**src/rtl/ssd_scan_pkg.sv**
```systemverilog
// Shared state encoding, segment constants and hex-to-segment lookup for ssd_scan.
package ssd_scan_pkg;

  typedef enum logic [1:0] {
    ST_IDLE  = 2'd0,
    ST_BLANK = 2'd1,
    ST_SHOW  = 2'd2
  } state_e;

  localparam logic [6:0] SEG_OFF = 7'h7F;

  // Cathode-side drive for one slot: segments gfedcba and decimal point, both active-low
  typedef struct packed {
    logic [6:0] cc;
    logic       odp;
  } seg_drive_t;

  localparam seg_drive_t SEG_DRIVE_OFF = '{cc: SEG_OFF, odp: 1'b1};

  function automatic logic [6:0] seg_decode(input logic [3:0] nib);
    logic [6:0] seg;
    case (nib)
      4'h0:    seg = 7'h40;
      4'h1:    seg = 7'h79;
      4'h2:    seg = 7'h24;
      4'h3:    seg = 7'h30;
      4'h4:    seg = 7'h19;
      4'h5:    seg = 7'h12;
      4'h6:    seg = 7'h02;
      4'h7:    seg = 7'h78;
      4'h8:    seg = 7'h00;
      4'h9:    seg = 7'h10;
      4'hA:    seg = 7'h08;
      4'hB:    seg = 7'h03;
      4'hC:    seg = 7'h46;
      4'hD:    seg = 7'h21;
      4'hE:    seg = 7'h06;
      default: seg = 7'h0E;
    endcase
    return seg;
  endfunction

endpackage

```
**src/rtl/ssd_scan_if.sv**
```systemverilog
// Frame-load handshake and SSD pin bundle between the datapath (master) and ssd_scan (slave).
interface ssd_scan_if #(
  parameter int unsigned DIGITS = 8
);

  logic                  ssd_scan_en;
  logic [4*DIGITS-1:0]   ssd_scan_data;
  logic [DIGITS-1:0]     ssd_scan_dp;
  logic [DIGITS-1:0]     ssd_scan_mask;
  logic                  ssd_scan_load;
  logic                  ssd_scan_ack;
  logic                  ssd_scan_frame;
  logic [6:0]            ssd_scan_cc;
  logic                  ssd_scan_odp;
  logic [DIGITS-1:0]     ssd_scan_an;

  modport master (
    output ssd_scan_en, ssd_scan_data, ssd_scan_dp, ssd_scan_mask, ssd_scan_load,
    input  ssd_scan_ack, ssd_scan_frame, ssd_scan_cc, ssd_scan_odp, ssd_scan_an
  );

  modport slave (
    input  ssd_scan_en, ssd_scan_data, ssd_scan_dp, ssd_scan_mask, ssd_scan_load,
    output ssd_scan_ack, ssd_scan_frame, ssd_scan_cc, ssd_scan_odp, ssd_scan_an
  );

endinterface

```
**src/rtl/ssd_scan_timer.sv**
```systemverilog
// Loadable down-counter; tc_c flags the final cycle of the loaded interval (value+1 cycles).
module ssd_scan_timer #(
  parameter int unsigned W = 1
) (
  input  logic         clk,
  input  logic         rst_n,
  input  logic         load,
  input  logic [W-1:0] value,
  output logic         tc_c
);

  logic [W-1:0] cnt;

  always_ff @(posedge clk or negedge rst_n) begin
    if (!rst_n) begin
      cnt <= '0;
    end else if (load) begin
      cnt <= value;
    end else if (cnt != '0) begin
      cnt <= cnt - W'(1);
    end
  end

  assign tc_c = (cnt == '0);

endmodule

```
**src/rtl/ssd_scan.sv**
```systemverilog
// Time-multiplexed seven-segment scan controller with double-buffered frame and blanking gaps.
// Define SSD_SCAN_LZB_EN to suppress leading-zero digits (their slot timing is kept).
module ssd_scan
  import ssd_scan_pkg::*;
#(
  parameter int unsigned DIGITS       = 8,
  parameter int unsigned REFRESH_DIV  = 100000,
  parameter int unsigned BLANK_CYCLES = 1000
) (
  input  logic          ssd_scan_clk,
  input  logic          ssd_scan_rst_n,
  ssd_scan_if.slave     bus
);

  localparam int unsigned CNT_MAX = (REFRESH_DIV > BLANK_CYCLES) ? REFRESH_DIV : BLANK_CYCLES;
  localparam int unsigned CNT_W   = (CNT_MAX > 1) ? $clog2(CNT_MAX) : 1;
  localparam int unsigned PTR_W   = (DIGITS > 1) ? $clog2(DIGITS) : 1;

  localparam logic [PTR_W-1:0] PTR_LAST   = PTR_W'(DIGITS - 1);
  localparam logic [CNT_W-1:0] BLANK_LOAD = CNT_W'(BLANK_CYCLES - 1);
  localparam logic [CNT_W-1:0] SHOW_LOAD  = CNT_W'(REFRESH_DIV - 1);

  state_e                 state, state_nxt;
  logic [PTR_W-1:0]       ptr, ptr_adv, ptr_hi, ptr_lo;
  logic                   found_hi, wrap, boundary, take;
  logic                   pending, ack_q, frame_q;
  logic                   tc, tmr_load;
  logic [CNT_W-1:0]       tmr_value;
  logic [DIGITS-1:0][3:0] shadow_data;
  logic [DIGITS-1:0]      shadow_dp;
  logic [DIGITS-1:0]      suppress;
  logic [DIGITS-1:0]      an_q, an_nxt;
  seg_drive_t             seg_q, seg_nxt;

  ssd_scan_timer #(
    .W (CNT_W)
  ) u_timer (
    .clk   (ssd_scan_clk),
    .rst_n (ssd_scan_rst_n),
    .load  (tmr_load),
    .value (tmr_value),
    .tc_c  (tc)
  );

  // Next participating digit strictly above ptr, else wrap to the lowest participating digit
  always_comb begin
    found_hi = 1'b0;
    ptr_hi   = ptr;
    ptr_lo   = ptr;
    for (int i = int'(DIGITS) - 1; i >= 0; i--) begin
      if (bus.ssd_scan_mask[i]) begin
        ptr_lo = PTR_W'(i);
        if (i > int'(ptr)) begin
          found_hi = 1'b1;
          ptr_hi   = PTR_W'(i);
        end
      end
    end
    wrap    = ~found_hi;
    ptr_adv = found_hi ? ptr_hi : ptr_lo;
  end

  // State register
  always_ff @(posedge ssd_scan_clk or negedge ssd_scan_rst_n) begin
    if (!ssd_scan_rst_n) begin
      state <= ST_IDLE;
    end else begin
      state <= state_nxt;
    end
  end

  // Next-state logic; the timer is reloaded on every slot transition and held preloaded in IDLE
  always_comb begin
    state_nxt = state;
    tmr_load  = 1'b0;
    tmr_value = BLANK_LOAD;
    boundary  = 1'b0;
    if (!bus.ssd_scan_en) begin
      state_nxt = ST_IDLE;
      tmr_load  = 1'b1;
    end else begin
      case (state)
        ST_IDLE: begin
          state_nxt = ST_BLANK;
          tmr_load  = 1'b1;
        end
        ST_BLANK: begin
          if (tc) begin
            tmr_load = 1'b1;
            boundary = wrap;
            if (|bus.ssd_scan_mask) begin
              state_nxt = ST_SHOW;
              tmr_value = SHOW_LOAD;
            end
          end
        end
        ST_SHOW: begin
          if (tc) begin
            state_nxt = ST_BLANK;
            tmr_load  = 1'b1;
          end
        end
        default: begin
          state_nxt = ST_IDLE;
        end
      endcase
    end
  end

  assign take = boundary & (pending | bus.ssd_scan_load);

  // Scan pointer, load handshake and shadow frame
  always_ff @(posedge ssd_scan_clk or negedge ssd_scan_rst_n) begin
    if (!ssd_scan_rst_n) begin
      ptr         <= PTR_LAST;
      pending     <= 1'b0;
      shadow_data <= '0;
      shadow_dp   <= '0;
      ack_q       <= 1'b0;
      frame_q     <= 1'b0;
    end else begin
      if (!bus.ssd_scan_en) begin
        ptr <= PTR_LAST;
      end else if (state == ST_BLANK && tc) begin
        ptr <= ptr_adv;
      end
      pending <= take ? 1'b0 : (pending | bus.ssd_scan_load);
      if (take) begin
        shadow_data <= bus.ssd_scan_data;
        shadow_dp   <= bus.ssd_scan_dp;
      end
      ack_q   <= take;
      frame_q <= boundary;
    end
  end

`ifdef SSD_SCAN_LZB_EN
  logic lz_run;

  // A digit is suppressed when it and every more-significant nibble are zero; digit 0 always shows
  always_comb begin
    suppress = '0;
    lz_run   = 1'b1;
    for (int i = int'(DIGITS) - 1; i >= 1; i--) begin
      lz_run      = lz_run & (shadow_data[i] == 4'h0);
      suppress[i] = lz_run;
    end
  end
`else
  always_comb begin
    suppress = '0;
  end
`endif

  // Output decode; dropping en blanks the pins on the same edge that returns the FSM to IDLE
  always_comb begin
    an_nxt  = '1;
    seg_nxt = SEG_DRIVE_OFF;
    if (bus.ssd_scan_en && state == ST_SHOW && !suppress[ptr]) begin
      an_nxt[ptr] = 1'b0;
      seg_nxt.cc  = seg_decode(shadow_data[ptr]);
      seg_nxt.odp = ~shadow_dp[ptr];
    end
  end

  always_ff @(posedge ssd_scan_clk or negedge ssd_scan_rst_n) begin
    if (!ssd_scan_rst_n) begin
      an_q  <= '1;
      seg_q <= SEG_DRIVE_OFF;
    end else begin
      an_q  <= an_nxt;
      seg_q <= seg_nxt;
    end
  end

  assign bus.ssd_scan_an    = an_q;
  assign bus.ssd_scan_cc    = seg_q.cc;
  assign bus.ssd_scan_odp   = seg_q.odp;
  assign bus.ssd_scan_ack   = ack_q;
  assign bus.ssd_scan_frame = frame_q;

endmodule

```
**src/flat_wrapper.sv**
```systemverilog
// flat-port wrapper written by rule: the top's interface ports become plain ports
module ssd_scan_flat import ssd_scan_pkg::*;
#(
  parameter int unsigned DIGITS       = 8,
  parameter int unsigned REFRESH_DIV  = 100000,
  parameter int unsigned BLANK_CYCLES = 1000
)
  (ssd_scan_clk, ssd_scan_rst_n, bus_ssd_scan_en, bus_ssd_scan_data, bus_ssd_scan_dp, bus_ssd_scan_mask, bus_ssd_scan_load, bus_ssd_scan_ack, bus_ssd_scan_frame, bus_ssd_scan_cc, bus_ssd_scan_odp, bus_ssd_scan_an);
  ssd_scan_if #(.DIGITS(DIGITS)) bus_i ();
  input  logic ssd_scan_clk;
  input  logic ssd_scan_rst_n;
  input wire logic [$bits(bus_i.ssd_scan_en)-1:0] bus_ssd_scan_en;
  input wire logic [$bits(bus_i.ssd_scan_data)-1:0] bus_ssd_scan_data;
  input wire logic [$bits(bus_i.ssd_scan_dp)-1:0] bus_ssd_scan_dp;
  input wire logic [$bits(bus_i.ssd_scan_mask)-1:0] bus_ssd_scan_mask;
  input wire logic [$bits(bus_i.ssd_scan_load)-1:0] bus_ssd_scan_load;
  output wire logic [$bits(bus_i.ssd_scan_ack)-1:0] bus_ssd_scan_ack;
  output wire logic [$bits(bus_i.ssd_scan_frame)-1:0] bus_ssd_scan_frame;
  output wire logic [$bits(bus_i.ssd_scan_cc)-1:0] bus_ssd_scan_cc;
  output wire logic [$bits(bus_i.ssd_scan_odp)-1:0] bus_ssd_scan_odp;
  output wire logic [$bits(bus_i.ssd_scan_an)-1:0] bus_ssd_scan_an;
  assign bus_i.ssd_scan_en = bus_ssd_scan_en;
  assign bus_i.ssd_scan_data = bus_ssd_scan_data;
  assign bus_i.ssd_scan_dp = bus_ssd_scan_dp;
  assign bus_i.ssd_scan_mask = bus_ssd_scan_mask;
  assign bus_i.ssd_scan_load = bus_ssd_scan_load;
  assign bus_ssd_scan_ack = bus_i.ssd_scan_ack;
  assign bus_ssd_scan_frame = bus_i.ssd_scan_frame;
  assign bus_ssd_scan_cc = bus_i.ssd_scan_cc;
  assign bus_ssd_scan_odp = bus_i.ssd_scan_odp;
  assign bus_ssd_scan_an = bus_i.ssd_scan_an;
  ssd_scan #(.DIGITS(DIGITS), .REFRESH_DIV(REFRESH_DIV), .BLANK_CYCLES(BLANK_CYCLES)) u_core (.ssd_scan_clk(ssd_scan_clk), .ssd_scan_rst_n(ssd_scan_rst_n), .bus(bus_i));
endmodule
```
**config.mk**
```make
export PLATFORM = sky130hd
export DESIGN_NAME = ssd_scan_flat
export DESIGN_NICKNAME = d
export VERILOG_FILES = /design/src/rtl/ssd_scan_pkg.sv /design/src/rtl/ssd_scan_if.sv /design/src/rtl/ssd_scan_timer.sv /design/src/rtl/ssd_scan.sv /design/src/flat_wrapper.sv
export SDC_FILE = /design/constraint.sdc
export NUM_CORES = 1
export LEC_CHECK = 0
export CAP_MARGIN = 20
export CELL_PAD_IN_SITES_DETAIL_PLACEMENT = 1
export CELL_PAD_IN_SITES_GLOBAL_PLACEMENT = 1
export CORE_ASPECT_RATIO = 1.4
export CORE_MARGIN = 5
export CORE_UTILIZATION = 46
export DETAILED_ROUTE_END_ITERATION = 16
export PLACE_DENSITY_LB_ADDON = 0.1
export SYNTH_ARGS = -nofsm -noshare
export SYNTH_HDL_FRONTEND = slang
export SYNTH_SLANG_ARGS = --single-unit
```
**constraint.sdc**
```tcl
create_clock -name ssd_scan_clk -period 4.55 [get_ports ssd_scan_clk]
set_input_delay 0.455 -clock ssd_scan_clk [delete_from_list [all_inputs] [get_ports ssd_scan_clk]]
set_output_delay 0.455 -clock ssd_scan_clk [all_outputs]
set_load 0.02 [all_outputs]
```
After elaboration in Yosys (flattened, before gate mapping)
Memory sizes are Yosys's and may differ from the RTL's.
Cells that the tools add are included.
W data, S select, Z words.
{"block": "totals", "reg_bits": 81, "n_memories": 2, "latchBits": 0, "out_inout_bits": 18, "wordCells": 121, "romBits": 120, "inputBits": 52, "ramBits": 0}
{"memory": "(no name shown)", "words": 16, "word_bits": 7, "read_ports": 1, "rd_clocked_by_memory_dff": 0, "write_ports": 0, "line": "ssd_scan_pkg.sv:22", "text": "case (nib)"}
{"memory": "(no name shown)", "words": 8, "word_bits": 1, "read_ports": 1, "rd_clocked_by_memory_dff": 0, "write_ports": 0, "line": "ssd_scan.sv:159", "text": "if (bus.ssd_scan_en && state == ST_SHOW && !suppress[ptr]) begin"}
{"block": "classes", "n_mux": 66, "n_mul": 0, "shifts": 0, "div_mod_pow": 0, "add_sub_neg": 1, "order_cmp": 9, "n_eq_ne": 7, "n_reduce_logical": 13, "bitwise_logic": 5}
{"op": "$mux W17", "n": 6}
{"op": "$mux W3", "n": 25}
{"op": "$mux W1", "n": 23}
{"op": "$logic_not A17 Y1", "n": 1}
{"op": "$reduce_bool A17 Y1", "n": 1}
{"op": "$sub A17 B1 Y17 const B", "n": 1}
{"op": "$mux W8", "n": 2}
{"op": "$bmux W4 S3", "n": 1}
{"op": "$gt A3 B3 Y1 const A", "n": 4}
{"op": "$ne A10 B1 Y1 const B", "n": 1}
{"op": "$ne A3 B2 Y1 const B", "n": 3}
{"op": "$mux W2", "n": 4}
{"op": "$not A8 Y8", "n": 1}
{"op": "$reduce_or A8 Y1", "n": 1}
{"op": "$gt A2 B3 Y1 const A", "n": 2}
{"op": "$pmux W2 S3", "n": 1}
{"op": "$logic_and A1 B1 Y1", "n": 4}
{"op": "$lt A3 B4 Y1 const B", "n": 1}
{"op": "$mux W4", "n": 1}
{"op": "$bmux W1 S3", "n": 1}
{"op": "$demux W1 S3", "n": 1}
{"op": "$ge A3 B1 Y1 const B", "n": 1}
{"op": "$gt A1 B3 Y1 const A", "n": 1}
{"op": "$reduce_and A3 Y1", "n": 1}
{"op": "other kinds (12)", "n": 13}

Depth between registers and ports, before layout
Gate-level depths: netlist of run 1.
{"block": "logic_depth", "word_depth": 21, "depth_mapped": 11, "mapped_depth_nobuf": 9}

Cells and area by module
A second synthesis of run 1 with hierarchy kept.
{"block": "unflattened", "hier_cells": 377, "area_unflattened_um2": 4349.2}
{"mod": "ssd_scan", "n_inst": 1, "area_each_um2": 3315.7, "seq_area_each_um2": 1625.3, "cells_per_inst": 268}
{"mod": "ssd_scan_timer", "n_inst": 1, "area_each_um2": 1033.5, "seq_area_each_um2": 425.4, "cells_per_inst": 109}

Least setup slack after synthesis of run 1
No wires, ideal clock.
{"block": "synth_path", "path_type": "register to register", "from": "reg u_core.ptr[1]", "to": "reg u_core.seg_q (netlist bit u_core.bus.ssd_scan_cc[3])", "path_slack_ns": 2.032, "path_buffers": 2, "setup_ns": 0.097, "path_stages_with_launch": 11, "t_required_ns": 4.453, "t_arrival_ns": 2.421, "synth_period_minus_slack_ns": 2.518, "path_cell_list": "dfstp_2 buf_4 clkbuf_1 mux4_2 nor2_1 a221oi_1 inv_1 ha_1 nor2_1 a211oi_1 o21ai_0"}
{"element": "start, declared", "line": "ssd_scan.sv:24", "text": "logic [PTR_W-1:0] ptr, ptr_adv, ptr_hi, ptr_lo;"}
{"element": "start signal, assigned", "line": "ssd_scan.sv:125", "text": "ptr <= ptr_adv;"}
{"element": "end signal, assigned", "line": "ssd_scan.sv:172", "text": "seg_q <= seg_nxt;"}
{"element": "end, declared", "line": "ssd_scan.sv:33", "text": "seg_drive_t seg_q, seg_nxt;"}

Worst setup path after layout of run 1
{"block": "layout_path", "from": "reg u_core.ptr[0]", "to": "reg u_core.shadow_data[15] (netlist name)"}
{"block": "layout_between", "elab_chain_cells": 20, "elab_cells_between_ends": 26, "classes_between": "order compare: 7; mux: 17; bitwise: 2"}
{"element": "$gt A3 B3 Y1", "line": "ssd_scan.sv:53", "text": "if (i > int'(ptr)) begin"}
{"element": "$mux W1", "line": "ssd_scan.sv:53"}
{"element": "$mux W1", "line": "ssd_scan.sv:51", "text": "if (bus.ssd_scan_mask[i]) begin"}
{"element": "$mux W1", "line": "ssd_scan.sv:53"}
{"element": "$mux W1", "line": "ssd_scan.sv:51"}
{"element": "$mux W1", "line": "ssd_scan.sv:53"}
{"element": "$mux W1", "line": "ssd_scan.sv:51"}
{"element": "$mux W1", "line": "ssd_scan.sv:53"}
{"element": "(+4 left out)"}
{"element": "$mux W1", "line": "ssd_scan.sv:51"}
{"element": "$mux W1", "line": "ssd_scan.sv:53"}
{"element": "$mux W1 *", "line": "ssd_scan.sv:51"}
{"element": "$not A1 Y1 *", "line": "ssd_scan.sv:59", "text": "wrap = ~found_hi;"}
{"element": "$mux W1 *", "line": "ssd_scan.sv:88", "text": "if (tc) begin"}
{"element": "$mux W1 *", "line": "ssd_scan.sv:82", "text": "case (state)"}
{"element": "$mux W1 *", "line": "ssd_scan.sv:78", "text": "if (!bus.ssd_scan_en) begin"}
{"element": "$and A1 B1 Y1 *", "line": "ssd_scan.sv:110", "text": "assign take = boundary & (pending | bus.ssd_scan_load);"}
{"element": "end signal, assigned", "line": "ssd_scan.sv:129", "text": "shadow_data <= bus.ssd_scan_data;"}
{"element": "end, declared", "line": "ssd_scan.sv:29", "text": "logic [DIGITS-1:0][3:0] shadow_data;"}
Every way passes the cells marked *; elsewhere a longest branch is shown, timed or not.
A chain may end at the register's enable or synchronous reset.

==> flow_summary.html, run 1 <==
<table>
<tr><th>Metric</th><th>Value</th></tr>
<tr><th colspan="2">Placement</th></tr>
<tr><td>HPWL after detailed placement</td><td>7926 um</td></tr>
<tr><td>Total of buffers placed on input and output ports</td><td>69</td></tr>
<tr><td>Final weighted congestion in routability-driven placement</td><td>0.8287</td></tr>
<tr><td>Number of instances in the placed design</td><td>538</td></tr>
<tr><th colspan="2">CTS</th></tr>
<tr><td>Deepest clock path buffer count</td><td>2</td></tr>
<tr><td>Post-CTS repair timing setup buffer count</td><td>0</td></tr>
<tr><td>Hold buffer count at CTS</td><td>0</td></tr>
<tr><td>Root buffer cell</td><td>sky130_fd_sc_hd__clkbuf_16</td></tr>
<tr><td>Total number of clock tree sinks</td><td>81</td></tr>
<tr><td>Clock slew at the register clock pins of the worst setup and hold paths</td><td>0.06 ns</td></tr>
<tr><td>Post-CTS resize count</td><td>0</td></tr>
<tr><td>TritonCTS clock tree</td><td>built</td></tr>
<tr><td>Clock latency on the worst-skew pair</td><td>0.33 ns</td></tr>
<tr><td>Number of CTS-inserted buffers</td><td>9</td></tr>
<tr><td># H-tree levels</td><td>3</td></tr>
<tr><th colspan="2">STA</th></tr>
<tr><td>Number of pins exceeding their max-slew limit in the final report</td><td>0</td></tr>
<tr><td>Final Skew</td><td>0.007978 ns</td></tr>
<tr><td>Transition at the pin with the smallest max-transition slack</td><td>0.8613 ns</td></tr>
<tr><td>Period utilization</td><td>0.7221</td></tr>
<tr><td>Maximum frequency from static timing analysis</td><td>0.3044 GHz</td></tr>
<tr><td>Final hold violation count</td><td>0</td></tr>
<tr><td>RSZ-0062 raised after global routing</td><td>no</td></tr>
<tr><td>Relative slew slack</td><td>0.4258</td></tr>
<tr><td>Post-route minimum period</td><td>3.286 ns</td></tr>
<tr><td>Post-route setup TNS</td><td>0 ns</td></tr>
<tr><td>Count of endpoints failing setup in the final report</td><td>0</td></tr>
<tr><th colspan="2">Critical path</th></tr>
<tr><td>Worst setup slack for register-to-register paths</td><td>1.26 ns</td></tr>
<tr><td>Type of destination of the critical path</td><td>register</td></tr>
<tr><td>Startpoint kind of the worst setup timing path</td><td>register</td></tr>
<tr><td>Setup CP Type</td><td>register to register</td></tr>
<tr><td>Launch instance of the worst register-to-register path</td><td>u_core.ptr[0]$_DFFE_PN1P_</td></tr>
<tr><td>Worst reg2reg path depth</td><td>6</td></tr>
<tr><td>CP required</td><td>4.77 ns</td></tr>
<tr><td>Data arrival at the endpoint of the critical path</td><td>3.50 ns</td></tr>
<tr><td>Peak fanout along the critical path</td><td>40</td></tr>
<tr><td>End of the worst register-to-register path</td><td>u_core.shadow_data[15]$_DFFE_PN0P_</td></tr>
<tr><th colspan="2">Outcome</th></tr>
<tr><td>Result of the run</td><td>finished clean</td></tr>
<tr><th colspan="2">Route</th></tr>
<tr><td>Number of design-rule violations left by the first detailed-router iteration</td><td>82</td></tr>
<tr><td>DRC violation count after routing</td><td>0</td></tr>
<tr><td>Post-DR vias/cell</td><td>5.771</td></tr>
<tr><td>Number of antenna-violating nets in the routed design</td><td>0</td></tr>
<tr><td>Number of vias in the routed layout</td><td>3203</td></tr>
<tr><td>Detailed Routing Iterations Pass 1</td><td>4</td></tr>
<tr><td>Final WL</td><td>11060 um</td></tr>
<tr><td>DR WL/cell</td><td>19.92 um</td></tr>
<tr><th colspan="2">Logic synthesis</th></tr>
<tr><td>Mapped Nets</td><td>441</td></tr>
<tr><td>Count of flip-flops with a built-in enable after synthesis</td><td>0</td></tr>
<tr><td>Distinct cells, synth</td><td>62</td></tr>
<tr><td>Biggest area consumer among synthesized cells</td><td>sky130_fd_sc_hd__dfrtp_1</td></tr>
<tr><td>Mapped Area</td><td>0.004262 sq mm</td></tr>
<tr><td>Ys Warns</td><td>0</td></tr>
<tr><td>Flip-flop and latch count after synthesis</td><td>81</td></tr>
<tr><td>Average instance area after synthesis</td><td>11.30 sq um</td></tr>
<tr><td>Leading register cell type out of synthesis</td><td>sky130_fd_sc_hd__dfrtp_1</td></tr>
<tr><td>Cells after Synth</td><td>377</td></tr>
<tr><td>Sequential cell area fraction in the yosys report</td><td>0.4812</td></tr>
<tr><td>Post-synthesis async set-or-reset flop share</td><td>1.000</td></tr>
<tr><td>Top-area cell type share of the netlist area</td><td>0.3641</td></tr>
<tr><td>Top post-synthesis cells by area</td><td>sky130_fd_sc_hd__dfrtp_1, sky130_fd_sc_hd__dfstp_2, sky130_fd_sc_hd__mux2_2</td></tr>
<tr><th colspan="2">Global route</th></tr>
<tr><td>Wire length of the first global-routing pass</td><td>18220 um</td></tr>
<tr><td>Via count of the first global-routing pass</td><td>3658</td></tr>
<tr><td>Global router's overall resource usage</td><td>0.2037</td></tr>
<tr><td>Initial antenna violation count</td><td>0</td></tr>
<tr><td>Pin count of the biggest net entering global routing</td><td>82</td></tr>
<tr><td>Total global routing overflow</td><td>0</td></tr>
<tr><th colspan="2">Floorplanning</th></tr>
<tr><td>Height of the chip</td><td>123.9 um</td></tr>
<tr><td>Die Area</td><td>0.01132 sq mm</td></tr>
<tr><td>Overall die width</td><td>91.35 um</td></tr>
<tr><td>Std-Cell Core Area</td><td>0.009029 sq mm</td></tr>
<tr><td>Starting density of the core</td><td>0.4720</td></tr>
<tr><td>Boundary Pins</td><td>70</td></tr>
<tr><td>Placement row count</td><td>41</td></tr>
<tr><th colspan="2">Pwr</th></tr>
<tr><td>Power per Cell Area</td><td>343.8 mW/mm^2</td></tr>
<tr><td>Worst VDD drop</td><td>205.7 uV</td></tr>
<tr><td>Total power of the final layout</td><td>1848 uW</td></tr>
<tr><td>Leakage</td><td>0.002340 uW</td></tr>
<tr><th colspan="2">Hold path</th></tr>
<tr><td>Worst min path class</td><td>input pin to asynchronous set/reset pin</td></tr>
<tr><th colspan="2">Finish</th></tr>
<tr><td>Fraction of final layout cells with drive strength greater than 1</td><td>0.1987</td></tr>
<tr><td>Area growth syn-to-layout</td><td>26.16%</td></tr>
<tr><td>Nets</td><td>507</td></tr>
<tr><td>Ant diodes</td><td>0</td></tr>
<tr><td>Most frequent cells in the layout</td><td>sky130_fd_sc_hd__clkdlybuf4s50_1, sky130_fd_sc_hd__dfrtp_1, sky130_fd_sc_hd__mux2_2</td></tr>
<tr><td>Final standard cell count with taps included and fillers excluded</td><td>555</td></tr>
<tr><td>Most common cell after layout, fill and taps aside</td><td>sky130_fd_sc_hd__clkdlybuf4s50_1</td></tr>
<tr><th colspan="2">Run</th></tr>
<tr><td>MaxCap Viol Count</td><td>0</td></tr>
</table>
[report_power, final]
part	switching (uW)	total, uW	internal, uW
sequential	17.4	766	749
clock	295	838	543
combinational	133	244	110
total	446	1850	1400
[worst max path at each step]
stage                              start  cells past startpoint                             endpoint  slack [ns]
2_1_floorplan  u_core.ptr[1]$_DFFE_PN1P_                     10  u_core.bus.ssd_scan_cc[3]$_DFF_PN1_        2.03
4_1_cts        u_core.ptr[0]$_DFFE_PN1P_                      8  u_core.bus.ssd_scan_cc[3]$_DFF_PN1_        1.22
5_1_grt        u_core.ptr[0]$_DFFE_PN1P_                      8  u_core.bus.ssd_scan_cc[3]$_DFF_PN1_        1.11
6_report       u_core.ptr[0]$_DFFE_PN1P_                      6   u_core.shadow_data[15]$_DFFE_PN0P_        1.26
3_3_place_gp   u_core.ptr[0]$_DFFE_PN1P_                      6   u_core.shadow_data[16]$_DFFE_PN0P_        1.39
3_5_place_dp   u_core.ptr[0]$_DFFE_PN1P_                      6   u_core.shadow_data[26]$_DFFE_PN0P_        1.32
[routing by layer]
metal,share of wire,vias to the layer above,global-route usage
met2,0.57,53,0.3858
met5,0,-,0
li1,-,1515,-
met1,0.39,1617,0.2278
met3,0.024,18,0.02477
met4,0.022,0,0.08899
[critical path, stage by stage, from the launching register on]
cell,delay (ns)
sky130_fd_sc_hd__dfstp_2,1.03
sky130_fd_sc_hd__nand2_1,0.17
sky130_fd_sc_hd__a311o_1,0.40
sky130_fd_sc_hd__a211o_1,0.39
sky130_fd_sc_hd__nor4_4,0.28
sky130_fd_sc_hd__buf_4,0.47
sky130_fd_sc_hd__mux2_2,0.41
[synth_stat cells (6+ instances only)]
| cell | n |
|---|---|
| sky130_fd_sc_hd__a21oi_1 | 17 |
| sky130_fd_sc_hd__clkbuf_1 | 6 |
| sky130_fd_sc_hd__dfrtp_1 | 62 |
| sky130_fd_sc_hd__dfstp_2 | 19 |
| sky130_fd_sc_hd__ha_1 | 12 |
| sky130_fd_sc_hd__inv_1 | 11 |
| sky130_fd_sc_hd__mux2_2 | 37 |
| sky130_fd_sc_hd__mux2i_1 | 16 |
| sky130_fd_sc_hd__nand2_1 | 21 |
| sky130_fd_sc_hd__nand3_1 | 8 |
| sky130_fd_sc_hd__nor2_1 | 26 |
| sky130_fd_sc_hd__nor3_1 | 11 |
| sky130_fd_sc_hd__o21ai_0 | 12 |
| sky130_fd_sc_hd__xnor2_1 | 10 |
[logic make-up after synthesis]
family | count (synthesis) | share of synthesized area
flip-flops | 81 | 0.4812
XOR/XNOR | 12 | 0.02466
buffers and inverters | 27 | 0.03405
adder cells (fa/ha/maj) | 12 | 0.03523
AO/OA/AOI/OAI | 72 | 0.1183
AND/OR/NAND/NOR | 113 | 0.1447
multiplexers | 60 | 0.1618
[state kept, by name, indices dropped and copies added (netlist names)]
signal and count:
u_core.pending 1, u_core.ptr 3, u_core.shadow_dp 8, u_core.bus.ssd_scan_ack 1, u_core.u_timer.cnt 17, u_core.state 2, u_core.bus.ssd_scan_cc 7, u_core.shadow_data 32
u_core.bus.ssd_scan_odp 1, u_core.bus.ssd_scan_frame 1, u_core.bus.ssd_scan_an 8
[through the flow]
step | hold WS [ns] | setup slack [ns] | area, sq um | util
2_1_floorplan | 0.1594 | 2.032 | 4262 | -
3_3_place_gp | 0.4658 | 1.389 | 4987 | 0.5524
3_5_place_dp | 0.4850 | 1.318 | 4987 | 0.5524
4_1_cts | 0.3316 | 1.225 | 5349 | 0.5924
5_1_grt | 0.007008 | 1.111 | 5376 | 0.5955
6_report | 0.004415 | 1.264 | 5376 | 0.5955
[area by class of cell]
type	count	area, sq um
fill	943	3652
multi-input combinational	269	2066
sequential	81	2051
timing repair buffer	71	723.2
clock buffer	13	314.1
tap	107	133.9
clock inverter	3	47.55
inverter	11	41.29
No activity file was read; power rests on OpenSTA's default activity.
==> inputs of run 2 (changes only) <==
CORE_UTILIZATION = 42   (was 46)
clock period = 3.2 ns   (was 4.55 ns; I/O delays follow)
==> run 2 against run 1 <==
Compared with the run above: the flow now finishes with violations (hold timing); first-iteration DRC count rose by 18%; sequential share of layout area fell by 0.14 points; critical endpoint is now u_core.shadow_data[20]$_DFFE_PN0P_; sequential power rose by 42%; register-to-register slack got worse by 0.87 ns; die area rose by 8.6%.
==> flow_summary.html, run 2 (same netlist as run 1, synthesis figures left out) <==
<table>
<tr><th>Metric</th><th>Value</th></tr>
<tr><th colspan="2">CTS</th></tr>
<tr><td>Total number of clock tree sinks</td><td>81</td></tr>
<tr><td>Post-CTS resize count</td><td>0</td></tr>
<tr><td>Hold buffer count at CTS</td><td>0</td></tr>
<tr><td>Number of CTS-inserted buffers</td><td>9</td></tr>
<tr><td>Deepest clock path buffer count</td><td>2</td></tr>
<tr><td>TritonCTS clock tree</td><td>built</td></tr>
<tr><td># H-tree levels</td><td>3</td></tr>
<tr><td>Clock slew at the register clock pins of the worst setup and hold paths</td><td>0.06 ns</td></tr>
<tr><td>Post-CTS repair timing setup buffer count</td><td>0</td></tr>
<tr><td>Root buffer cell</td><td>sky130_fd_sc_hd__clkbuf_16</td></tr>
<tr><td>Clock latency on the worst-skew pair</td><td>0.33 ns</td></tr>
<tr><th colspan="2">Finish</th></tr>
<tr><td>Final standard cell utilization of the core</td><td>0.5451</td></tr>
<tr><td>Top flop regs</td><td>u_core.shadow_data (32), u_core.u_timer.cnt (17)</td></tr>
<tr><td>Fraction of final layout cells with drive strength greater than 1</td><td>0.2070</td></tr>
<tr><td>Ant diodes</td><td>0</td></tr>
<tr><td>Nets</td><td>513</td></tr>
<tr><td>Most frequent cells in the layout</td><td>sky130_fd_sc_hd__clkdlybuf4s50_1, sky130_fd_sc_hd__dfrtp_1, sky130_fd_sc_hd__mux2_2</td></tr>
<tr><td>Largest Register</td><td>u_core.shadow_data</td></tr>
<tr><td>Max reg flops</td><td>32</td></tr>
<tr><td>Final standard cell count with taps included and fillers excluded</td><td>589</td></tr>
<tr><td>Number of fill cells</td><td>1074</td></tr>
<tr><td>Most common cell after layout, fill and taps aside</td><td>sky130_fd_sc_hd__clkdlybuf4s50_1</td></tr>
<tr><td>Area growth syn-to-layout</td><td>26.63%</td></tr>
<tr><th colspan="2">STA</th></tr>
<tr><td>Final Skew</td><td>0.005859 ns</td></tr>
<tr><td>Final hold violation count</td><td>39</td></tr>
<tr><td>Post-route setup TNS</td><td>0 ns</td></tr>
<tr><td>Transition at the pin with the smallest max-transition slack</td><td>0.7989 ns</td></tr>
<tr><td>Count of endpoints failing setup in the final report</td><td>0</td></tr>
<tr><td>Period utilization</td><td>0.8769</td></tr>
<tr><td>Worst path setup slack after routing</td><td>0.3939 ns</td></tr>
<tr><td>Post-route minimum period</td><td>2.806 ns</td></tr>
<tr><td>Relative slew slack</td><td>0.4522</td></tr>
<tr><td>Hold Slack</td><td>-0.03215 ns</td></tr>
<tr><td>Maximum frequency from static timing analysis</td><td>0.3564 GHz</td></tr>
<tr><td>RSZ-0062 raised after global routing</td><td>no</td></tr>
<tr><td>Number of pins exceeding their max-slew limit in the final report</td><td>0</td></tr>
<tr><th colspan="2">Run</th></tr>
<tr><td>MaxCap Viol Count</td><td>0</td></tr>
<tr><th colspan="2">Floorplanning</th></tr>
<tr><td>Height of the chip</td><td>129.2 um</td></tr>
<tr><td>Die Area</td><td>0.01229 sq mm</td></tr>
<tr><td>Starting density of the core</td><td>0.4305</td></tr>
<tr><td>Std-Cell Core Area</td><td>0.009899 sq mm</td></tr>
<tr><td>Boundary Pins</td><td>70</td></tr>
<tr><td>Overall die width</td><td>95.13 um</td></tr>
<tr><td>Placement row count</td><td>43</td></tr>
<tr><th colspan="2">Critical path</th></tr>
<tr><td>Type of destination of the critical path</td><td>register</td></tr>
<tr><td>CP required</td><td>3.42 ns</td></tr>
<tr><td>Data arrival at the endpoint of the critical path</td><td>3.02 ns</td></tr>
<tr><td>Worst setup slack for register-to-register paths</td><td>0.39 ns</td></tr>
<tr><td>Startpoint kind of the worst setup timing path</td><td>register</td></tr>
<tr><td>Peak fanout along the critical path</td><td>40</td></tr>
<tr><td>Cell Chain, Critical Path</td><td>nand2_1 &gt; a311o_1 &gt; a211o_1 &gt; nor4_4 &gt; buf_12 &gt; mux2_2</td></tr>
<tr><td>Cell with the largest stage delay on the worst path</td><td>sky130_fd_sc_hd__dfstp_2</td></tr>
<tr><td>Setup CP Type</td><td>register to register</td></tr>
<tr><td>Slowest Stage Delay on Critical Path</td><td>0.75 ns</td></tr>
<tr><td>Launch instance of the worst register-to-register path</td><td>u_core.ptr[0]$_DFFE_PN1P_</td></tr>
<tr><td>Worst reg2reg path depth</td><td>6</td></tr>
<tr><td>End of the worst register-to-register path</td><td>u_core.shadow_data[20]$_DFFE_PN0P_</td></tr>
<tr><td>Beginning of the critical path</td><td>u_core.ptr[0]$_DFFE_PN1P_</td></tr>
<tr><th colspan="2">Outcome</th></tr>
<tr><td>Violations in the final reports</td><td>hold timing</td></tr>
<tr><td>Result of the run</td><td>finished with violations</td></tr>
<tr><th colspan="2">Route</th></tr>
<tr><td>Number of vias in the routed layout</td><td>3249</td></tr>
<tr><td>Detailed Routing Iterations Pass 1</td><td>4</td></tr>
<tr><td>DR WL/cell</td><td>17.91 um</td></tr>
<tr><td>Number of antenna-violating nets in the routed design</td><td>0</td></tr>
<tr><td>Post-DR vias/cell</td><td>5.516</td></tr>
<tr><td>DRC violation count after routing</td><td>0</td></tr>
<tr><td>Number of design-rule violations left by the first detailed-router iteration</td><td>97</td></tr>
<tr><td>Final WL</td><td>10550 um</td></tr>
<tr><th colspan="2">Global route</th></tr>
<tr><td>Pin count of the biggest net entering global routing</td><td>82</td></tr>
<tr><td>Total global routing overflow</td><td>0</td></tr>
<tr><td>Via count of the first global-routing pass</td><td>3692</td></tr>
<tr><td>Initial antenna violation count</td><td>0</td></tr>
<tr><td>Wire length of the first global-routing pass</td><td>17810 um</td></tr>
<tr><td>Global router's overall resource usage</td><td>0.1860</td></tr>
<tr><th colspan="2">Hold path</th></tr>
<tr><td>Worst min path class</td><td>input pin to asynchronous set/reset pin</td></tr>
<tr><th colspan="2">Placement</th></tr>
<tr><td>Total of buffers placed on input and output ports</td><td>69</td></tr>
<tr><td>Worst setup slack after placement</td><td>0.4051 ns</td></tr>
<tr><td>HPWL after detailed placement</td><td>7770 um</td></tr>
<tr><td>Number of instances in the placed design</td><td>572</td></tr>
<tr><td>Final weighted congestion in routability-driven placement</td><td>0.7895</td></tr>
<tr><th colspan="2">Pwr</th></tr>
<tr><td>Leakage</td><td>0.002330 uW</td></tr>
<tr><td>Power per Cell Area</td><td>452.5 mW/mm^2</td></tr>
<tr><td>Worst VDD drop</td><td>273.5 uV</td></tr>
</table>
## run 2: changes by cell type in the layout (fill, tap and decap cells not counted), sizes merged
cell and change:
inv -1, buf +6, clkbuf -4, clkinv +3, clkinvlp +2
## run 2: metrics by stage
step	instance area [sq um]	hold WS, ns	total power, uW
floorplan	4262	0.02441	1284
global placement	5080	0.4618	1442
detailed placement	5080	0.4814	1452
CTS	5376	0.2054	2481
global route	5396	0.01061	2559
finish	5396	-0.03215	2442
## run 2: area by class of cell
class / count / area [sq um] / area share
multi-input combinational: 269 / 2066 / 0.3828
sequential: 81 / 2051 / 0.3800
timing repair buffer: 77 / 773.2 / 0.1433
clock buffer: 9 / 225.2 / 0.04173
tap: 135 / 168.9 / 0.03130
clock inverter: 7 / 71.32 / 0.01322
inverter: 11 / 41.29 / 0.007651
## run 2: critical path, delay by kind of cell, from the launching register on
family	cells	cell delay [ns]
simple gates	2	0.50
flops	1	0.75
buf+inv	1	0.26
compound gates	2	0.78
mux	1	0.37
## run 2: worst max path at each step
stage | endpoint | slack, ns | depth (start not counted)
floorplan | u_core.bus.ssd_scan_cc[3]$_DFF_PN1_ | 0.68 | 10
global placement | u_core.shadow_data[18]$_DFFE_PN0P_ | 0.50 | 8
detailed placement | u_core.shadow_data[23]$_DFFE_PN0P_ | 0.41 | 6
CTS | u_core.shadow_data[23]$_DFFE_PN0P_ | 0.38 | 6
global route | u_core.shadow_data[14]$_DFFE_PN0P_ | 0.17 | 8
finish | u_core.shadow_data[20]$_DFFE_PN0P_ | 0.39 | 6
## run 2: routing by layer
metal / vias up / part of all wire / global-route usage / routed length, um
li1: 1526 / - / - / -
met1: 1652 / 0.39 / 0.2060 / 4112
met2: 55 / 0.56 / 0.3447 / 5930
met3: 16 / 0.030 / 0.03600 / 312
met4: 0 / 0.018 / 0.07052 / 194
met5: - / 0 / 0 / 0
## run 2: power by group
part	switching, uW	internal (uW)
clock network	409	602
logic	185	156
registers	24.9	1060
==> inputs of run 3 (changes only) <==
clock period = 2.8 ns   (was 3.2 ns; I/O delays follow)
==> run 3 against run 2 <==
Compared with the run above: the flow now finishes without violations; design area increased by 2.5%; utilization increased by 1.4 points; worst hold slack gained 0.50 ns; worst setup slack lost 0.11 ns; cell count up 2.7%; total power is 18% higher; via count increased by 1.9%; die area stayed put; first-iteration DRC count is 8.2% higher; sequential power is 15% higher; critical path type unchanged.
==> flow_summary.html, run 3 (same netlist as run 1, synthesis figures left out) <==
<table>
<tr><th>Metric</th><th>Value</th></tr>
<tr><th colspan="2">Outcome</th></tr>
<tr><td>Result of the run</td><td>finished clean</td></tr>
<tr><th colspan="2">Pwr</th></tr>
<tr><td>Clock network power share</td><td>0.427</td></tr>
<tr><td>Combinational share of power</td><td>0.141</td></tr>
<tr><td>Switching power</td><td>766.7 uW</td></tr>
<tr><td>Proportion of power drawn by flip-flops and latches</td><td>0.432</td></tr>
<tr><td>Worst VDD drop</td><td>317.9 uV</td></tr>
<tr><td>Leakage</td><td>0.002415 uW</td></tr>
<tr><td>Net switching fraction of the power</td><td>0.2661</td></tr>
<tr><td>Cell internal pwr</td><td>2114 uW</td></tr>
<tr><td>Power per Cell Area</td><td>520.8 mW/mm^2</td></tr>
<tr><th colspan="2">Critical path</th></tr>
<tr><td>Startpoint kind of the worst setup timing path</td><td>register</td></tr>
<tr><td>Launch instance of the worst register-to-register path</td><td>u_core.ptr[2]$_DFFE_PN1P_</td></tr>
<tr><td>Worst setup slack for register-to-register paths</td><td>0.29 ns</td></tr>
<tr><td>Type of destination of the critical path</td><td>register</td></tr>
<tr><td>Setup CP Type</td><td>register to register</td></tr>
<tr><td>Beginning of the critical path</td><td>u_core.ptr[2]$_DFFE_PN1P_</td></tr>
<tr><td>Peak fanout along the critical path</td><td>40</td></tr>
<tr><td>CP required</td><td>3.03 ns</td></tr>
<tr><td>Data arrival at the endpoint of the critical path</td><td>2.74 ns</td></tr>
<tr><th colspan="2">Placement</th></tr>
<tr><td>HPWL after detailed placement</td><td>8037 um</td></tr>
<tr><td>Number of instances in the placed design</td><td>587</td></tr>
<tr><td>Final weighted congestion in routability-driven placement</td><td>0.8608</td></tr>
<tr><td>Worst setup slack after placement</td><td>0.2234 ns</td></tr>
<tr><td>Total of buffers placed on input and output ports</td><td>69</td></tr>
<tr><th colspan="2">CTS</th></tr>
<tr><td>Clock slew at the register clock pins of the worst setup and hold paths</td><td>0.07 ns</td></tr>
<tr><td>Number of CTS-inserted buffers</td><td>9</td></tr>
<tr><td>Clock latency on the worst-skew pair</td><td>0.34 ns</td></tr>
<tr><td>Total number of clock tree sinks</td><td>81</td></tr>
<tr><td># H-tree levels</td><td>3</td></tr>
<tr><td>Root buffer cell</td><td>sky130_fd_sc_hd__clkbuf_16</td></tr>
<tr><td>Deepest clock path buffer count</td><td>2</td></tr>
<tr><td>Post-CTS resize count</td><td>0</td></tr>
<tr><td>TritonCTS clock tree</td><td>built</td></tr>
<tr><th colspan="2">Finish</th></tr>
<tr><td>Max reg flops</td><td>32</td></tr>
<tr><td>Largest Register</td><td>u_core.shadow_data</td></tr>
<tr><td>Number of fill cells</td><td>1095</td></tr>
<tr><td>Nets</td><td>529</td></tr>
<tr><td>Most common cell after layout, fill and taps aside</td><td>sky130_fd_sc_hd__clkdlybuf4s50_1</td></tr>
<tr><td>Ant diodes</td><td>0</td></tr>
<tr><td>Area growth syn-to-layout</td><td>29.80%</td></tr>
<tr><td>Fraction of final layout cells with drive strength greater than 1</td><td>0.2340</td></tr>
<tr><td>Final standard cell count with taps included and fillers excluded</td><td>605</td></tr>
<tr><td>Final standard cell utilization of the core</td><td>0.5588</td></tr>
<tr><td>Most frequent cells in the layout</td><td>sky130_fd_sc_hd__clkdlybuf4s50_1, sky130_fd_sc_hd__dfrtp_1, sky130_fd_sc_hd__mux2_2</td></tr>
<tr><td>Top flop regs</td><td>u_core.shadow_data (32), u_core.u_timer.cnt (17)</td></tr>
<tr><th colspan="2">Floorplanning</th></tr>
<tr><td>Placement row count</td><td>43</td></tr>
<tr><td>Std-Cell Core Area</td><td>0.009899 sq mm</td></tr>
<tr><td>Height of the chip</td><td>129.2 um</td></tr>
<tr><td>Boundary Pins</td><td>70</td></tr>
<tr><td>Die Area</td><td>0.01229 sq mm</td></tr>
<tr><td>Starting density of the core</td><td>0.4305</td></tr>
<tr><td>Overall die width</td><td>95.13 um</td></tr>
<tr><th colspan="2">STA</th></tr>
<tr><td>Transition at the pin with the smallest max-transition slack</td><td>0.5791 ns</td></tr>
<tr><td>Period utilization</td><td>0.8974</td></tr>
<tr><td>Count of endpoints failing setup in the final report</td><td>0</td></tr>
<tr><td>Post-route setup TNS</td><td>0 ns</td></tr>
<tr><td>Maximum frequency from static timing analysis</td><td>0.3980 GHz</td></tr>
<tr><td>RSZ-0062 raised after global routing</td><td>no</td></tr>
<tr><td>Final Skew</td><td>0.005239 ns</td></tr>
<tr><td>Worst path setup slack after routing</td><td>0.2874 ns</td></tr>
<tr><td>Post-route minimum period</td><td>2.513 ns</td></tr>
<tr><td>Final hold violation count</td><td>0</td></tr>
<tr><td>Number of pins exceeding their max-slew limit in the final report</td><td>0</td></tr>
<tr><td>Relative slew slack</td><td>0.6039</td></tr>
<tr><th colspan="2">Global route</th></tr>
<tr><td>Total global routing overflow</td><td>0</td></tr>
<tr><td>Global router's overall resource usage</td><td>0.1907</td></tr>
<tr><td>Via count of the first global-routing pass</td><td>3683</td></tr>
<tr><td>Pin count of the biggest net entering global routing</td><td>82</td></tr>
<tr><td>Wire length of the first global-routing pass</td><td>18120 um</td></tr>
<tr><td>Initial antenna violation count</td><td>0</td></tr>
<tr><th colspan="2">Route</th></tr>
<tr><td>Number of design-rule violations left by the first detailed-router iteration</td><td>105</td></tr>
<tr><td>Final WL</td><td>10810 um</td></tr>
<tr><td>DRC violation count after routing</td><td>0</td></tr>
<tr><td>Detailed Routing Iterations Pass 1</td><td>4</td></tr>
<tr><td>Number of antenna-violating nets in the routed design</td><td>0</td></tr>
<tr><td>Post-DR vias/cell</td><td>5.473</td></tr>
<tr><td>DR WL/cell</td><td>17.87 um</td></tr>
<tr><td>Number of vias in the routed layout</td><td>3311</td></tr>
<tr><th colspan="2">Run</th></tr>
<tr><td>MaxCap Viol Count</td><td>0</td></tr>
<tr><th colspan="2">Hold path</th></tr>
<tr><td>Worst min path class</td><td>input pin to asynchronous set/reset pin</td></tr>
</table>
[run 3: changes by cell type in the layout (fill, tap and decap cells not counted), sizes merged]
cell / before / now
dlygate4sd3: 0 / 1
buf: 9 / 24
inv: 11 / 15
clkinv: 4 / 1
clkinvlp: 2 / 1
[run 3: worst paths after layout]
check | to | cells past startpoint
setup / recovery | u_core.shadow_data[22]$_DFFE_PN0P_ | 6
hold / removal | u_core.u_timer.cnt[7]$_DFFE_PN0P_ | 2
setup reg to reg | u_core.shadow_data[22]$_DFFE_PN0P_ | 6
hold reg to reg | u_core.shadow_dp[6]$_DFFE_PN0P_ | 1
max in group asynchronous | u_core.bus.ssd_scan_an[6]$_DFF_PN1_ | 3
min in group ssd_scan_clk | u_core.shadow_dp[6]$_DFFE_PN0P_ | 1
[run 3: cell type report]
type,count,area [sq um],area share
Inverter,11,41.29,0.007464
Clock inverter,7,83.83,0.01515
Clock buffer,9,225.2,0.04071
Multi-Input combinational cell,269,2066,0.3734
Timing Repair Buffer,93,895.9,0.1620
Sequential cell,81,2051,0.3707
Tap cell,135,168.9,0.03054
[run 3: repair_timing]
action | 4_1_cts | 5_1_grt
hold buffers | 0 | 1
hold endpoints to repair | 0 | 34
setup buffers | 0 | 0
[run 3: power groups by stage]
stage | sequential (uW) | combinational [uW] | clock, uW
floorplan | 1280 | 188 | 0
global placement | 1260 | 399 | 0
detailed placement | 1270 | 404 | 0
CTS | 1250 | 407 | 1270
global route | 1250 | 450 | 1320
finish | 1250 | 406 | 1230
[run 3: critical path: stages, from the launching register on]
cell	delay, ns
sky130_fd_sc_hd__dfstp_2	0.69
sky130_fd_sc_hd__inv_1	0.12
sky130_fd_sc_hd__a311o_1	0.30
sky130_fd_sc_hd__a211o_1	0.32
sky130_fd_sc_hd__nor4_4	0.32
sky130_fd_sc_hd__buf_12	0.27
sky130_fd_sc_hd__mux2_2	0.37
[run 3: layer usage]
metal | track usage | part of all wire | vias up
met4 | 0.06712 | 0.019 | 0
met5 | 0 | 0 | -
met1 | 0.2193 | 0.40 | 1687
li1 | - | - | 1566
met2 | 0.3452 | 0.56 | 46
met3 | 0.04007 | 0.025 | 12
[run 3: through the flow]
stage	area [sq um]	hold WS [ns]	power [uW]
final	5532	0.4701	2881
after global routing	5532	0.5104	3020
after CTS	5502	0.1523	2921
after detailed placement	5192	0.4747	1671
after global placement	5192	0.4662	1661
after floorplan	4262	-0.01559	1468
==> RTL change 1, RTL diff (settings of run 3) <==
Add a define of `SSD_SCAN_LZB_EN`.
--- a/src/rtl/ssd_scan.sv
+++ b/src/rtl/ssd_scan.sv
@@ -2,2 +2,4 @@
 // Define SSD_SCAN_LZB_EN to suppress leading-zero digits (their slot timing is kept).
+`define SSD_SCAN_LZB_EN
+
 module ssd_scan
Formal check against the unedited RTL: no difference found for any inputs over 10 cycles, from zero or initial values and one cycle with ssd_scan_rst_n low; that may be too few to reach the edited logic, so the function may still have changed.
==> RTL change 1 against run 3 <==
First-iteration DRC count is 17% lower; setup slack got worse by 110 ps; hold slack got worse by 100 ps; sequential share of layout area is 0.74 points lower; wire length increased by 6.8%; final cell count is 1.7% higher; power decreased by 2.1%; final area is 2.2% higher; sequential cell count did not move; via count up 1.2%; clock skew increased by 2.9 ps; synthesized area grew 0.68%; largest power group is now clock; highest routed layer unchanged.
==> RTL change 1: results (changes against run 3) <==
The run finished with clean final reports. The dominant delay contributor by cell family on the critical path is simple AND/OR/NAND/NOR gates (was flip-flops). The run gives 272 (was 269) as the layout multi-input combinational cell count. The post-synthesis to final-layout area growth came out at 31.8% (was 29.8%).

The run gives 3,828 (was 3,683) as the number of global-route vias before repair. Cell at the slowest stage of the critical path: dfstp_4 (was dfstp_2). The run gives 2840 ps (was 2740 ps) as the data arrival time of the worst path. For the met2 usage in global routing, the log shows 37.3% (was 34.5%). The number of unique standard cell types used by synthesis was 60 (was 62); the area used by multi-input combinational logic was 2100 um^2 (was 2070 um^2).

The flop-to-flop setup slack is 180 ps (was 290 ps). Capture point of the critical path: u_core.shadow_data[16] (was u_core.shadow_data[22]). The synthesized netlist net count is 449 (was 441), and the non-clock inverter instance count of the final layout is 14 (was 11). Total via count in the routed design: 3,352 (was 3,311). Sequential-to-total area share from yosys stat: 47.8% (was 48.1%). The layout cell share with drive strength beyond 1 is 26.5% (was 23.4%). The count of non-CTS buffers in the layout is 97 (was 93), and the count of warnings emitted by yosys is 0 (unchanged). The tools report the beginning of the worst register-to-register path as u_core.ptr[1] (was u_core.ptr[2]).

The detailed-route wire length came out at 11,600 um (was 10,800 um). The clock network contribution to total cell area was 5.64% (was 5.59%); the worst-path maximum fanout was 17 (was 40). Minimum setup slack in the final design: 180 ps (was 287 ps).

The amount of wire on met2 after detailed routing is 6520 um (was 6030 um), and the largest stage delay on the critical path is 730 ps (was 690 ps). The non-clock buffer area fraction after layout was 17.0% (was 16.2%); the detailed-route vias per instance was 5.45 (was 5.47). Cells taking the most area after synthesis: dfrtp_1, dfstp_2, mux2_2, ha_1, nand2_1 (was dfrtp_1, dfstp_2, mux2_2, mux2i_1, ha_1). The number of nets in the layout is 539 (was 529), and the met1 wire length is 4520 um (was 4310 um). The synthesized area per cell was 11.1 um^2 (was 11.3 um^2); the global-route wire length before repair was 18,900 um (was 18,100 um). The number of placed cells counting well taps is 591 (was 587). The tools report the filler cell count in the final layout as 1,077 (was 1,095).

For the final worst clock skew, the log shows 8.18 ps (was 5.24 ps). The slew at the pin closest to its max-slew limit is 519 ps (was 579 ps), and the die outline area is 12,400 um^2 (was 12,300 um^2). Commonest cells post-synth: dfrtp_1, mux2_2, nand2_1, a21oi_1, nor2_1 (was dfrtp_1, mux2_2, nor2_1, nand2_1, dfstp_2).

The tools report the post-placement cell area as 5200 um^2 (was 5190 um^2). For the all-layer global routing usage, the log shows 19.8% (was 19.1%). The logs give 22.1% (was 21.9%) for the routing usage on met1 and 0.000276 V (was 0.000318 V) for the worst ir drop on vdd. The logs give 87 (was 105) for the initial detailed-routing violation count and 299 um (was 269 um) for the wire length on met3.

Initial antenna violation count: 0 (unchanged). Met3 global-route usage: 3.43% (was 4.01%). The setup slack after placement was 26.4 ps (was 223 ps); the weighted congestion at the end of routability-driven global placement was 0.805 (was 0.861). The sequential portion of the cell area was 36.3% (was 37.1%).
## RTL change 1: cell count changes after synthesis, sizes merged, moves of 4 or more
cell            run 3  this run
a21oi              17        24
xor2                2         6
nor4                6        12
nor3               12         7
mux2i              16        10
nand2              22        39
a211oi              5         0
a2111oi             4         0
## RTL change 1: where the power goes
part / internal, mW / switching (mW)
Combinational: 0.158 / 0.192
Clock: 0.780 / 0.473
Sequential: 1.19 / 0.0246
## RTL change 1: cells by family (layout without fill, tap and decap cells)
logic type                 count (synthesis)  count (layout)  synth area share [%]
AOI/OAI and AO/OA                         67              67                  10.3
adders and majority gates                 12              12                  3.50
DFF                                       81              81                  47.8
buffers and inverters                     32             127                  3.76
muxes                                     60              60                  17.0
xor gates and xnor gates                  13              13                  2.65
and+or+nand+nor                          120             120                  14.9
## RTL change 1: timing repair
item | CTS | global route
pin swaps | 1 | 2
hold buffers | 0 | 1
endpoints found under the hold margin | 0 | 13
resized for setup | 2 | 4
setup endpoints to repair | 9 | 40
cloned | 2 | 0
setup buffers | 2 | 1
==> RTL change 2, RTL diff (config.mk and constraints of run 3) <==
Without the edit above. Re-encode `state_e` (3 states) as one-hot, 3 bits wide.
--- a/src/rtl/ssd_scan_pkg.sv
+++ b/src/rtl/ssd_scan_pkg.sv
@@ -3,6 +3,6 @@
 
-  typedef enum logic [1:0] {
-    ST_IDLE  = 2'd0,
-    ST_BLANK = 2'd1,
-    ST_SHOW  = 2'd2
+  typedef enum logic [2:0] {
+    ST_IDLE  = 3'b001,
+    ST_BLANK = 3'b010,
+    ST_SHOW  = 3'b100
   } state_e;
Behaviour: same outputs for any inputs over 10 cycles, from zero or initial values and one cycle with ssd_scan_rst_n low; not proved beyond that.
==> RTL change 2 against run 3 <==
Die area is 3.2% lower; wire length fell by 1.1%; final area is 1.9% lower; non-clock buffer count fell by 1; synthesized area down 3.5%; sequential cell count increased by 1; sequential share of layout area is 1.2 points higher; hold slack got worse by 46 ps; setup slack got worse by 120 ps; critical path type unchanged; highest routed layer unchanged.
Power is not compared: it rests on default switching activity, and its combinational part moved more than twofold at a synthesized area within 25%.
==> RTL change 2: results (changes against run 3) <==
The run finished with clean final reports. The tools report the data arrival time of the worst path as 2910 ps (was 2740 ps). The number of global-route vias before repair is 3,540 (was 3,683).

Number of buffers added on ports: 69 (unchanged). The total half-perimeter wirelength after legalization and detailed placement was 7930 um (was 8040 um); the filler cell count in the final layout was 1,006 (was 1,095). The number of nets in the layout was 518 (was 529).

The run gives 0.882 (was 0.861) as the weighted congestion at the end of routability-driven global placement. The worst setup path startpoint is u_core.ptr[0] (was u_core.ptr[2]). Cells taking the most area after synthesis: dfrtp_1, dfstp_2, mux2_2, mux2i_1, nand2_1 (was dfrtp_1, dfstp_2, mux2_2, mux2i_1, ha_1). The tools report the number of unique standard cell types used by synthesis as 51 (was 62).

Detailed-route wire length: 10,700 um (was 10,800 um). The worst-path maximum fanout is 14 (was 40). The tools report the master cell of the clock root buffer as clkbuf_16 (unchanged). The total via count in the routed design is 3,188 (was 3,311), and the largest stage delay on the critical path is 720 ps (was 690 ps). Commonest cells post-synth: dfrtp_1, mux2_2, nand2_1, nor2_1, dfstp_2 (was dfrtp_1, mux2_2, nor2_1, nand2_1, dfstp_2).

The logs give 9 (unchanged) for the TritonCTS buffer count and 433 (was 441) for the synthesized netlist net count. The cell at the slowest stage of the critical path was dfstp_2 (unchanged). The shortest period the worst path allows works out to 2640 ps (was 2510 ps).

The final worst clock skew came out at 4.15 ps (was 5.24 ps). The pin count of the biggest net entering global routing was 83 (was 82); the layout cell share with drive strength beyond 1 was 23.9% (was 23.4%). Most used flip-flop cell after synthesis: dfrtp_1 (unchanged).

The post-placement cell area was 5080 um^2 (was 5190 um^2); the H-tree depth was 3 (unchanged). The all-layer global routing usage came out at 18.9% (was 19.1%). The initial detailed-routing violation count was 57 (was 105); the sequential-to-total area share from yosys stat was 50.5% (was 48.1%). The worst slew margin relative to its limit is 65.2% (was 60.4%).

The global-route wire length before repair is 17,600 um (was 18,100 um), and the total setup violations reported at the end of the flow is 0 (unchanged). For the length of the first detailed-routing pass in iterations, the log shows 4 (unchanged).
-- RTL change 2: worst max-delay path, delay by kind of cell, from the launching register on --
family	cells	cell delay [ps]
flip-flops	1	720
AND/OR/NAND/NOR	2	270
AO/OA/AOI/OAI	4	740
adder cells (fa/ha/maj)	1	340
buffers and inverters	2	490
-- RTL change 2: layer usage --
layer	routed length (um)	GRT usage (%)	share of wire [%]	vias up
met2	6000	35.6	56	59
met4	289	7.99	2.7	0
met3	341	3.59	3.2	22
met1	4070	20.3	38	1601
li1	-	-	-	1506
met5	0	0	0	-
-- RTL change 2: path summary, 6_finish.rpt --
check	endpoint	slack, ps	depth (start not counted)
worst max-delay path	u_core.bus.ssd_scan_cc[3]	160	9
worst min-delay path	u_core.u_timer.cnt[2]	420	2
worst max register to register	u_core.bus.ssd_scan_cc[3]	160	9
worst min register to register	u_core.shadow_data[24]	500	1
max in group asynchronous	u_core.bus.ssd_scan_an[1]	1720	3
min in group ssd_scan_clk	u_core.shadow_data[24]	500	1
-- RTL change 2: cell families after synthesis --
logic type,Yosys count,share of synthesized area (%)
AND/OR/NAND/NOR,120,14.8
flip-flops,82,50.5
AO/OA/AOI/OAI,61,9.77
multiplexers,61,17.1
buffers and inverters,30,2.95
XOR/XNOR,13,2.77
adder cells (fa/ha/maj),7,2.13
-- RTL change 2: area by class of cell --
class                      instances  area share (%)
clock buffer                      15            5.54
clock inverter                     1          0.0923
inverter                          12           0.830
multi-input combinational        262            35.5
sequential                        82            38.3
tap                              132            3.04
timing repair buffer              92            16.7
-- RTL change 2: stage by stage --
stage | instances | worst slack (ps) | power (mW)
floorplan | 374 | 267 | 1.27
global placement | 578 | 157 | 1.39
detailed placement | 578 | 72.5 | 1.39
CTS | 594 | 142 | 2.58
global route | 596 | 10.2 | 2.65
finish | 596 | 163 | 2.55
-- RTL change 2: what timing repair did --
item	in CTS	in global routing
hold buffers	0	1
endpoints found under the hold margin	0	16
setup endpoints to repair	0	0
-- RTL change 2: power by group --
group | leakage (nW) | internal, mW | switching [mW]
clock | 0.150 | 0.733 | 0.443
combinational | 1.21 | 0.0915 | 0.0811
sequential | 1.03 | 1.20 | 0.00779
total | 2.39 | 2.02 | 0.532
